## config.mk

```make
export PLATFORM = sky130hd
export DESIGN_NAME = spmmio_bus
export DESIGN_NICKNAME = d
export VERILOG_FILES = /design/src/rtl/spmmio_bus_pkg.sv /design/src/rtl/spmmio_bus_timeout.sv /design/src/rtl/spmmio_bus.sv
export SDC_FILE = /design/constraint.sdc
export NUM_CORES = 1
export LEC_CHECK = 0
export ABC_AREA = 0
export BUFFER_PORTS_ARGS = -buffer_cell sky130_fd_sc_hd__buf_2
export CAP_MARGIN = 20
export CORE_UTILIZATION = 44
export DETAILED_ROUTE_END_ITERATION = 12
export PLACE_DENSITY = 0.84
export SYNTH_ARGS = -nofsm -noshare
export SYNTH_HDL_FRONTEND = slang
export SYNTH_HIERARCHICAL = 1
export SYNTH_SLANG_ARGS = --single-unit
```

## constraint.sdc

```tcl
create_clock -name clk -period 1.99 [get_ports clk]
set_input_delay 0.398 -clock clk [delete_from_list [all_inputs] [get_ports clk]]
set_output_delay 0.398 -clock clk [all_outputs]
set_load 0.01 [all_outputs]
```

## src/rtl/spmmio_bus_pkg.sv

```systemverilog
// spmmio_pkg -- shared definitions for the service-processor MMIO interconnect.
//   spmmio_state_e : transfer FSM states (IDLE, WAIT, RESP)
//   SLOT_*         : fixed slot numbers decoded from adr_i[0:7]
//   errlog_word    : packs the error-log read word
//                    {valid, 1'b0, we, 5'b0, adr[0:23]}
package spmmio_pkg;

   typedef enum logic [1:0] {
      IDLE = 2'd0,
      WAIT = 2'd1,
      RESP = 2'd2
   } spmmio_state_e;

   localparam logic [7:0] SLOT_MISC   = 8'h00;
   localparam logic [7:0] SLOT_SDCARD = 8'h01;
   localparam logic [7:0] SLOT_ERRLOG = 8'hFF;

   function automatic logic [31:0] errlog_word(input logic        valid,
                                                input logic        we,
                                                input logic [23:0] adr);
      return {valid, 1'b0, we, 5'b00000, adr};
   endfunction

endpackage

```

## src/rtl/spmmio_bus_timeout.sv

```systemverilog
// spmmio_bus_timeout -- per-transfer wait-state counter.
//   clk, reset : clock, asynchronous active-low reset
//   clr        : force the count to zero (held while the FSM is outside WAIT)
//   en         : count one cycle (asserted in WAIT)
//   expired    : registered flag, high while the count equals TIMEOUT-1,
//                i.e. during the TIMEOUT-th consecutive enabled cycle
module spmmio_bus_timeout #(
   parameter int TIMEOUT = 255
) (
   input  logic clk,
   input  logic reset,
   input  logic clr,
   input  logic en,
   output logic expired
);

   localparam int            CW   = $clog2(TIMEOUT + 1);
   localparam logic [CW-1:0] LAST = CW'(TIMEOUT - 1);
   localparam logic [CW-1:0] SAT  = CW'(TIMEOUT);

   logic [CW-1:0] count_r;
   logic [CW-1:0] count_nx_s;
   logic          expired_r;

   // Next count: clear wins, then saturating increment.
   always_comb begin
      count_nx_s = count_r;
      if (clr) begin
         count_nx_s = {CW{1'b0}};
      end else if (en && (count_r != SAT)) begin
         count_nx_s = count_r + CW'(1'b1);
      end else begin
         count_nx_s = count_r;
      end
   end

   // Count register; expired is derived from the next count so it is
   // already registered when the count reaches TIMEOUT-1.
   always_ff @(posedge clk or negedge reset) begin
      if (!reset) begin
         count_r   <= {CW{1'b0}};
         expired_r <= 1'b0;
      end else begin
         count_r   <= count_nx_s;
         expired_r <= (count_nx_s == LAST);
      end
   end

   assign expired = expired_r;

endmodule

```

## src/rtl/spmmio_bus.sv

```systemverilog
// spmmio_bus -- Wishbone-style slave port fanned out to NUM_SLAVES
// peripheral channels selected by adr_i[0:7]; each transfer runs through
// an IDLE -> WAIT -> RESP state machine with a wait-state timeout.
//
// Parameters: NUM_SLAVES (1..16), TIMEOUT (>= 2), UNMAPPED_ERR (1: err, 0: ack)
// Ports:
//   clk, reset         clock, asynchronous active-low reset
//   adr_i[0:23]        word address; [0:7] slot, [18:21] register offset
//   cyc_i, stb_i, we_i Wishbone cycle / strobe / write enable
//   sel_i, dat_i       byte lanes, write data
//   ack_o, err_o       one-cycle registered response (mutually exclusive)
//   dat_o              registered read data, valid with ack_o
//   s_cs_o             one-hot channel select, held for the whole WAIT phase
//   s_adr_o, s_we_o, s_sel_o, s_dat_o  registered request copies
//   s_dat_i            channel n read data at [32n +: 32]
//   s_ack_i            channel completion (held or pulsed)
//
// Optional build macro SPMMIO_BUS_ERRLOG_EN: slot 8'hFF becomes an internal
// error log (read: last error word; write: clear valid). Without it slot
// 8'hFF is an ordinary unmapped slot and no log registers exist.
module spmmio_bus
   import spmmio_pkg::*;
#(
   parameter int NUM_SLAVES   = 2,
   parameter int TIMEOUT      = 255,
   parameter int UNMAPPED_ERR = 1
) (
   input  logic                      clk,
   input  logic                      reset,
   input  logic [0:23]               adr_i,
   input  logic                      cyc_i,
   input  logic                      stb_i,
   input  logic                      we_i,
   input  logic [0:3]                sel_i,
   input  logic [0:31]               dat_i,
   output logic                      ack_o,
   output logic                      err_o,
   output logic [0:31]               dat_o,
   output logic [0:NUM_SLAVES-1]     s_cs_o,
   output logic [0:3]                s_adr_o,
   output logic                      s_we_o,
   output logic [0:3]                s_sel_o,
   output logic [0:31]               s_dat_o,
   input  logic [0:32*NUM_SLAVES-1]  s_dat_i,
   input  logic [0:NUM_SLAVES-1]     s_ack_i
);

   spmmio_state_e         state_r;
   spmmio_state_e         state_nx_s;
   logic                  req_s;
   logic [7:0]            slot_s;
   logic [0:NUM_SLAVES-1] cs_dec_s;
   logic                  mapped_s;
   logic                  is_log_s;
   logic [0:31]           log_word_s;
   logic                  sel_ack_s;
   logic [0:31]           sel_dat_s;
   logic                  expired_s;
   logic                  to_clr_s;
   logic                  to_en_s;
   logic                  ack_r;
   logic                  ack_nx_s;
   logic                  err_r;
   logic                  err_nx_s;
   logic [0:31]           dat_r;
   logic [0:31]           dat_nx_s;
   logic [0:NUM_SLAVES-1] cs_r;
   logic [0:NUM_SLAVES-1] cs_nx_s;
   logic [0:3]            s_adr_r;
   logic                  s_we_r;
   logic [0:3]            s_sel_r;
   logic [0:31]           s_dat_r;
   logic                  unused_s;

   // A new request is only accepted in IDLE; RESP always returns to IDLE
   // first, so a strobe still high across the ack edge is never re-issued.
   assign req_s  = (state_r == IDLE) && cyc_i && stb_i;
   assign slot_s = adr_i[0:7];

   // Address bits between the slot field and the register offset are not decoded.
   assign unused_s = ^{adr_i[8:17], adr_i[22:23]};

   // Slot decode of the incoming address into a one-hot channel select.
   always_comb begin
      cs_dec_s = '0;
      for (int n = 0; n < NUM_SLAVES; n++) begin
         cs_dec_s[n] = (slot_s == 8'(n));
      end
   end

   assign mapped_s = |cs_dec_s;

   // Completion and read data from the selected channel only; other
   // channels are masked out by the held one-hot select.
   always_comb begin
      sel_ack_s = |(s_ack_i & cs_r);
      sel_dat_s = 32'h0000_0000;
      for (int n = 0; n < NUM_SLAVES; n++) begin
         sel_dat_s = sel_dat_s | ({32{cs_r[n]}} & s_dat_i[32*n +: 32]);
      end
   end

   assign to_clr_s = (state_r != WAIT);
   assign to_en_s  = (state_r == WAIT);

   spmmio_bus_timeout #(
      .TIMEOUT (TIMEOUT)
   ) u_timeout (
      .clk     (clk),
      .reset   (reset),
      .clr     (to_clr_s),
      .en      (to_en_s),
      .expired (expired_s)
   );

`ifdef SPMMIO_BUS_ERRLOG_EN
   logic        log_valid_r;
   logic        log_we_r;
   logic [0:23] log_adr_r;
   logic [0:23] req_adr_r;

   assign is_log_s   = (slot_s == SLOT_ERRLOG);
   assign log_word_s = errlog_word(log_valid_r, log_we_r, log_adr_r);

   // Error log: every err_o transfer overwrites it, a write to the log slot clears valid.
   always_ff @(posedge clk or negedge reset) begin
      if (!reset) begin
         log_valid_r <= 1'b0;
         log_we_r    <= 1'b0;
         log_adr_r   <= 24'h00_0000;
         req_adr_r   <= 24'h00_0000;
      end else begin
         if (req_s) begin
            req_adr_r <= adr_i;
         end else begin
            req_adr_r <= req_adr_r;
         end
         if (err_nx_s) begin
            log_valid_r <= 1'b1;
            // Unmapped errors are raised straight from IDLE, timeouts from WAIT.
            if (state_r == IDLE) begin
               log_we_r  <= we_i;
               log_adr_r <= adr_i;
            end else begin
               log_we_r  <= s_we_r;
               log_adr_r <= req_adr_r;
            end
         end else if (req_s && is_log_s && we_i) begin
            log_valid_r <= 1'b0;
         end else begin
            log_valid_r <= log_valid_r;
         end
      end
   end
`else
   assign is_log_s   = 1'b0;
   assign log_word_s = 32'h0000_0000;
`endif

   // Transfer FSM next state plus the response/select values to register.
   always_comb begin
      state_nx_s = state_r;
      ack_nx_s   = 1'b0;
      err_nx_s   = 1'b0;
      dat_nx_s   = 32'h0000_0000;
      cs_nx_s    = cs_r;
      case (state_r)
         IDLE: begin
            if (req_s) begin
               if (is_log_s) begin
                  state_nx_s = RESP;
                  ack_nx_s   = 1'b1;
                  dat_nx_s   = we_i ? 32'h0000_0000 : log_word_s;
                  cs_nx_s    = '0;
               end else if (mapped_s) begin
                  state_nx_s = WAIT;
                  cs_nx_s    = cs_dec_s;
               end else begin
                  state_nx_s = RESP;
                  ack_nx_s   = (UNMAPPED_ERR == 0);
                  err_nx_s   = (UNMAPPED_ERR != 0);
                  cs_nx_s    = '0;
               end
            end else begin
               state_nx_s = IDLE;
               cs_nx_s    = '0;
            end
         end
         WAIT: begin
            // Abort beats completion; completion beats timeout.
            if (!cyc_i) begin
               state_nx_s = IDLE;
               cs_nx_s    = '0;
            end else if (sel_ack_s) begin
               state_nx_s = RESP;
               ack_nx_s   = 1'b1;
               dat_nx_s   = s_we_r ? 32'h0000_0000 : sel_dat_s;
               cs_nx_s    = '0;
            end else if (expired_s) begin
               state_nx_s = RESP;
               err_nx_s   = 1'b1;
               cs_nx_s    = '0;
            end else begin
               state_nx_s = WAIT;
               cs_nx_s    = cs_r;
            end
         end
         RESP: begin
            state_nx_s = IDLE;
            cs_nx_s    = '0;
         end
         default: begin
            state_nx_s = IDLE;
            cs_nx_s    = '0;
         end
      endcase
   end

   // FSM state register.
   always_ff @(posedge clk or negedge reset) begin
      if (!reset) begin
         state_r <= IDLE;
      end else begin
         state_r <= state_nx_s;
      end
   end

   // Registered response and channel select.
   always_ff @(posedge clk or negedge reset) begin
      if (!reset) begin
         ack_r <= 1'b0;
         err_r <= 1'b0;
         dat_r <= 32'h0000_0000;
         cs_r  <= '0;
      end else begin
         ack_r <= ack_nx_s;
         err_r <= err_nx_s;
         dat_r <= dat_nx_s;
         cs_r  <= cs_nx_s;
      end
   end

   // Request copies presented to the peripherals, loaded on acceptance.
   always_ff @(posedge clk or negedge reset) begin
      if (!reset) begin
         s_adr_r <= 4'h0;
         s_we_r  <= 1'b0;
         s_sel_r <= 4'h0;
         s_dat_r <= 32'h0000_0000;
      end else if (req_s) begin
         s_adr_r <= adr_i[18:21];
         s_we_r  <= we_i;
         s_sel_r <= sel_i;
         s_dat_r <= dat_i;
      end else begin
         s_adr_r <= s_adr_r;
         s_we_r  <= s_we_r;
         s_sel_r <= s_sel_r;
         s_dat_r <= s_dat_r;
      end
   end

   assign ack_o   = ack_r;
   assign err_o   = err_r;
   assign dat_o   = dat_r;
   assign s_cs_o  = cs_r;
   assign s_adr_o = s_adr_r;
   assign s_we_o  = s_we_r;
   assign s_sel_o = s_sel_r;
   assign s_dat_o = s_dat_r;

endmodule

```

== Word level (Yosys, flattened, before mapping) ==
Index checks and enable logic that the tools add are counted.

* Logic and storage cells: 56
* Register bits after elaboration: 88

* Multiplexer cells: 27
* Equality and inequality tests: 6
* Bitwise gates (word level): 4
* Reduce and logical (&&, ||, !) cells: 7
* Add/subtract/negate cells: 1

{| class="wikitable"
|+ Operators by type and width
! kind !! number
|-
| $mux 32 || 4
|-
| $and 32x32->32 || 2
|-
| $or 32x32->32 || 1
|-
| $mux 2 || 10
|-
| $mux 8 || 2
|-
| $add 8x1->8 const B || 1
|-
| $eq 8x1->1 const B || 1
|-
| $eq 8x8->1 const B || 1
|-
| $logic_not 8->1 || 1
|-
| $mux 1 || 8
|-
| $ne 8x8->1 const B || 1
|-
| $pmux 2 s2 || 2
|-
| $ne 4x4->1 const B || 1
|-
| $reduce_or 2->1 || 2
|-
| $logic_and 1x1->1 || 3
|-
| $and 2x2->2 || 1
|-
| $eq 2x1->1 const B || 1
|-
| $logic_not 2->1 || 1
|-
| $ne 2x1->1 const B || 1
|-
| $pmux 1 s2 || 1
|}

== Logic depth before layout (Yosys ltp) ==
* Word-level depth: 6
* Mapped depth: 8
* Mapped depth without buffers: 7

== Modules after synthesis ==
The synthesis kept the hierarchy.

{| class="wikitable"
|+ By module, submodules not included
! module !! sequential area each (um^2) !! instances !! cells each !! area an instance (um^2)
|-
| spmmio_bus || 1,976.9 || 1 || 223 || 3,084.2
|-
| spmmio_bus_timeout || 225.2 || 1 || 54 || 553.0
|}

== Least setup slack after synthesis ==
OpenSTA, ideal clock, no wires.

* Kind: register to register
* Start point: register u_timeout.count_r[0]
* End point: register u_timeout.expired_r, in the netlist u_timeout/expired
* Cell stages (with the launch flop): 8
* Required time: 1.910 ns
* Period minus slack after synthesis: 1.566 ns
* Data arrival time: 1.486 ns
* Library setup time: 0.080 ns
* Path buffers: 1
* Path slack: 0.424 ns
* Cells stage by stage: dfrtp_1 > ha_1 > and3_1 > buf_4 > nor3b_1 > nor3_2 > o2111ai_1 > nor3b_2

* Word-level cells in the longest chain between the ends: 5
* Elaborated cells between the ends (all ways): 6

{| class="wikitable"
|+ Ends and longest elaborated chain
! item !! line !! text
|-
| start, declared || spmmio_bus_timeout.sv:21 || <nowiki>logic [CW-1:0] count_r;</nowiki>
|-
| start signal, assigned || spmmio_bus_timeout.sv:41 || <nowiki>count_r <= {CW{1'b0}};</nowiki>
|-
| start signal, assigned || spmmio_bus_timeout.sv:44 || <nowiki>count_r <= count_nx_s;</nowiki>
|-
| parallel branches: the longest is 2 deep, another holds $add 8x1->8 || - ||
|-
| $mux 8 * || spmmio_bus_timeout.sv:30 || <nowiki>end else if (en && (count_r != SAT)) begin</nowiki>
|-
| $mux 8 * || spmmio_bus_timeout.sv:28 || <nowiki>if (clr) begin</nowiki>
|-
| named net u_timeout.count_nx_s[6] || spmmio_bus_timeout.sv:22 || <nowiki>logic [CW-1:0] count_nx_s;</nowiki>
|-
| $eq 8x8->1 * || spmmio_bus_timeout.sv:45 || <nowiki>expired_r <= (count_nx_s == LAST);</nowiki>
|-
| end signal, assigned || spmmio_bus_timeout.sv:45 ||
|-
| end, declared || spmmio_bus_timeout.sv:23 || <nowiki>logic expired_r;</nowiki>
|}

Mark *: on every way through the listed nets, which the timed path passes.
A chain may end at the register's enable or synchronous reset.

== Worst setup path after layout ==
* Start point: register state_r[1]
* End point: register u_timeout.expired_r, in the netlist u_timeout/expired

* Elaborated cells between the ends (all ways): 6

{| class="wikitable"
|+ RTL lines
! item !! line !! text
|-
| start, declared || spmmio_bus.sv:48 || <nowiki>spmmio_state_e state_r;</nowiki>
|-
| start signal, assigned || spmmio_bus.sv:224 || <nowiki>state_r <= state_nx_s;</nowiki>
|-
| $ne 2x1->1 || spmmio_bus.sv:103 || <nowiki>assign to_clr_s = (state_r != WAIT);</nowiki>
|-
| named net to_clr_s || spmmio_bus.sv:59 || <nowiki>logic to_clr_s;</nowiki>
|-
| $mux 8 || spmmio_bus_timeout.sv:28 ||
|-
| named net u_timeout.count_nx_s[6] || spmmio_bus_timeout.sv:22 ||
|-
| $eq 8x8->1 || spmmio_bus_timeout.sv:45 ||
|}

The timed path passes the listed nets, and every way through them passes these cells.

==> key figures <==
Synthesis
  • Yosys cell types: 47
  • Most common cell in the synthesized netlist: dfrtp_1
  • Top cells by area, synth: dfrtp_1, mux2_2, a22oi_1
  • EDFF count, synth: 0
  • Syn nets: 409
  • Mapped Area: 3640 um2
  • Post-synthesis register bit count: 88
  • Synth top cells by count: dfrtp_1, mux2_2, a22oi_1
  • Synth Instances: 277
  • Sequential area share after synthesis: 60.5%
  • Top cell type's share of synthesized area: 60.5%
  • Area leader, netlist: dfrtp_1
  • Main flop type after synthesis: dfrtp_1
  • Syn. warnings: 6
  • Mapped Avg Cell Area: 13.1 um2
  • Post-synthesis async set-or-reset flop share: 100%

Drt
  • Post-route DRC: 0
  • First DRT Iteration DRCs: 67
  • Routed wire length: 8.66 mm
  • Drt wl/cell: 14.9 um
  • Total number of vias: 2933
  • First-pass DRT Iterations: 4
  • DRT antenna net count: 0
  • Drt via density: 5.06

Die
  • Die width: 92.9 um
  • # rows: 32
  • Io pins: 208
  • Die ar.: 8630 um2
  • Overall die height: 92.9 um
  • Starting Density: 46.3%
  • Core ar.: 7850 um2

Placement
  • Port Buffer Count: 195
  • Gpl congestion: 0.879
  • Dpl ws: 215 ps
  • DP Area: 4730 um2
  • Detailed Place HPWL: 6.64 mm

Cells and area
  • Layout cells sized above 1: 59.0%
  • Final #Nets: 605
  • Synth-to-layout area growth: 36.1%
  • Post-route cell area: 4950 um2
  • Number of diodes: 0

Global route
  • GRT Residual Overflow: 0
  • First-pass GRT wire length: 13.0 mm
  • GR met3 Demand/Resource: 5.34%
  • GRT Util Overall: 19.5%
  • GRT busiest layer: met2
  • GR met2 Demand/Resource: 35.0%
  • GR Layer Usage met1: 23.6%
  • Largest net degree at the start of global routing: 36
  • Vias in the first global route: 2725
  • Initial antenna violation count: 0

Setup path
  • Arrival time of the worst setup path: 2080 ps
  • Critical path class: reg2reg
  • CP Data Required Time: 2270 ps
  • Reg-to-reg endpoint: u_timeout/expired
  • FF-to-FF Start: state_r[1]
  • Worst Path Max Fanout: 6
  • Worst R2R Setup Slack: 180 ps
  • CP Launch Type: flip-flop
  • CP endpoint kind: flip-flop
  • Worst reg2reg path depth: 7

STA
  • Setup slack after layout: 181 ps
  • Slew Viols, Final: 0
  • Final hold vios: 0
  • Worst Max-Slew Pin Slew: 548 ps
  • FMAX: 553 MHz
  • Slew HR: 63.0%
  • Final min period: 1810 ps
  • Setup tns final: 0 ps
  • Setup violations, final: 0
  • Setup Skew: 14.3 ps
  • Fin crit share: 90.9%
  • RSZ-0062 raised after global routing: no

Status
  • Status: finished clean

CTS
  • Setup bufs post-CTS: 0
  • Root buf cell: clkbuf_8
  • H-tree Lvls: 3
  • Clk slew on worst S/H paths: 90 ps
  • Num CTS Buffers: 9
  • Longest Clk Path Bufs: 2
  • Worst skew pair latency: 350 ps
  • Clock Sinks: 88
  • CTS tree: done

Hold path
  • Hold Startpoint: adr_i[7]
  • Hold EP: s_cs_o[0]
  • Hold depth: 2
  • Min-Delay Path Class: in2reg

Flow run
  • MaxCap Viol Count: 0

Power and ir drop
  • PwrDens: 784 nW/um2
  • Worst vdd ir: 0.382 mV
  • Leakage: 2.45 nW
==> critical path, stage by stage, from the launching register on <==
cell and delay (ps):
dfrtp_1 430, nand2b_1 170, inv_1 160, and3_1 300
a31oi_1 130, nor3_2 220, o2111ai_1 170, nor3b_2 160
==> state kept, by name (all words and copies together) (netlist names) <==
name and flops:
dat_o 32, state_r 2, s_dat_o 32, u_timeout/expired 1, ack_o 1, s_cs_o 2, u_timeout/count_r 8, s_sel_o 4
s_we_o 1, s_adr_o 4, err_o 1
==> layout make-up <==
| type | count | area (um2) |
|---|---|---|
| clock buffer | 10 | 138 |
| clock inverter | 6 | 73.8 |
| fill | 621 | 2900 |
| inverter | 3 | 11.3 |
| multi-input combinational | 166 | 1310 |
| sequential | 88 | 2200 |
| tap | 102 | 128 |
| timing repair buffer | 205 | 1090 |
==> metrics by stage <==
step	std cells	hold WS (ps)	power, mW	utilization, %
after CTS	580	235	3.92	63.1
after global routing	580	238	4.05	63.1
after detailed placement	563	380	2.65	60.3
after global placement	563	379	2.62	60.3
final	580	253	3.88	63.1
after floorplan	277	102	2.29	-
==> cells by family after synthesis <==
group | synth area share (%)
AOI/OAI and AO/OA | 10.4
xor gates and xnor gates | 0.723
adders and majority gates | 0.344
buffers and inverters | 3.99
DFF | 60.5
muxes | 13.0
and+or+nand+nor | 11.0
==> timing repair <==
| action | 4_1_cts | 5_1_grt |
|---|---|---|
| hold endpoints to repair | 19 | 0 |
| resized for setup | 0 | 0 |
| hold buffers | 1 | 0 |
==> worst max-delay path by stage <==
stage,end,depth (start not counted),from
3_3_place_gp,state_r[1],4,adr_i[2]
5_1_grt,u_timeout/expired,7,state_r[1]
2_1_floorplan,u_timeout/expired,7,u_timeout/count_r[0]
3_5_place_dp,u_timeout/expired,7,state_r[1]
6_report,u_timeout/expired,7,state_r[1]
4_1_cts,u_timeout/expired,7,state_r[1]
==> routing by layer <==
layer	up-vias	part of all wire [%]
li1	1386	-
met1	1429	41
met2	113	52
met3	5	6.3
met4	0	0.46
met5	-	0
==> report_power, final <==
group          leakage, nW  internal [mW]  switching [mW]
sequential            1.14           1.94          0.0749
combinational         1.21          0.324           0.270
clock                0.101          0.630           0.643
total                 2.45           2.89           0.987
==> cells in the final DEF, fill, tap and decap left out, types with 2 or more instances in the layout <==
cell type / netlist / routed
a21oi_1: 4 / 4
a22oi_1: 32 / 32
and3b_1: 2 / 2
and4_1: 2 / 2
buf_12: 0 / 3
buf_2: 2 / 194
buf_4: 7 / 7
clkbuf_8: 0 / 10
clkinvlp_4: 0 / 2
dfrtp_1: 88 / 88
inv_1: 3 / 3
mux2_2: 41 / 41
nand2_1: 4 / 4
nand2b_1: 2 / 2
nand3_1: 2 / 2
nand4_1: 2 / 2
nor2_1: 29 / 29
nor2_2: 10 / 10
nor3_1: 3 / 3
nor3b_2: 2 / 2
o2bb2ai_1: 2 / 2
xor2_1: 3 / 3
No activity file was read; power rests on OpenSTA's default activity.
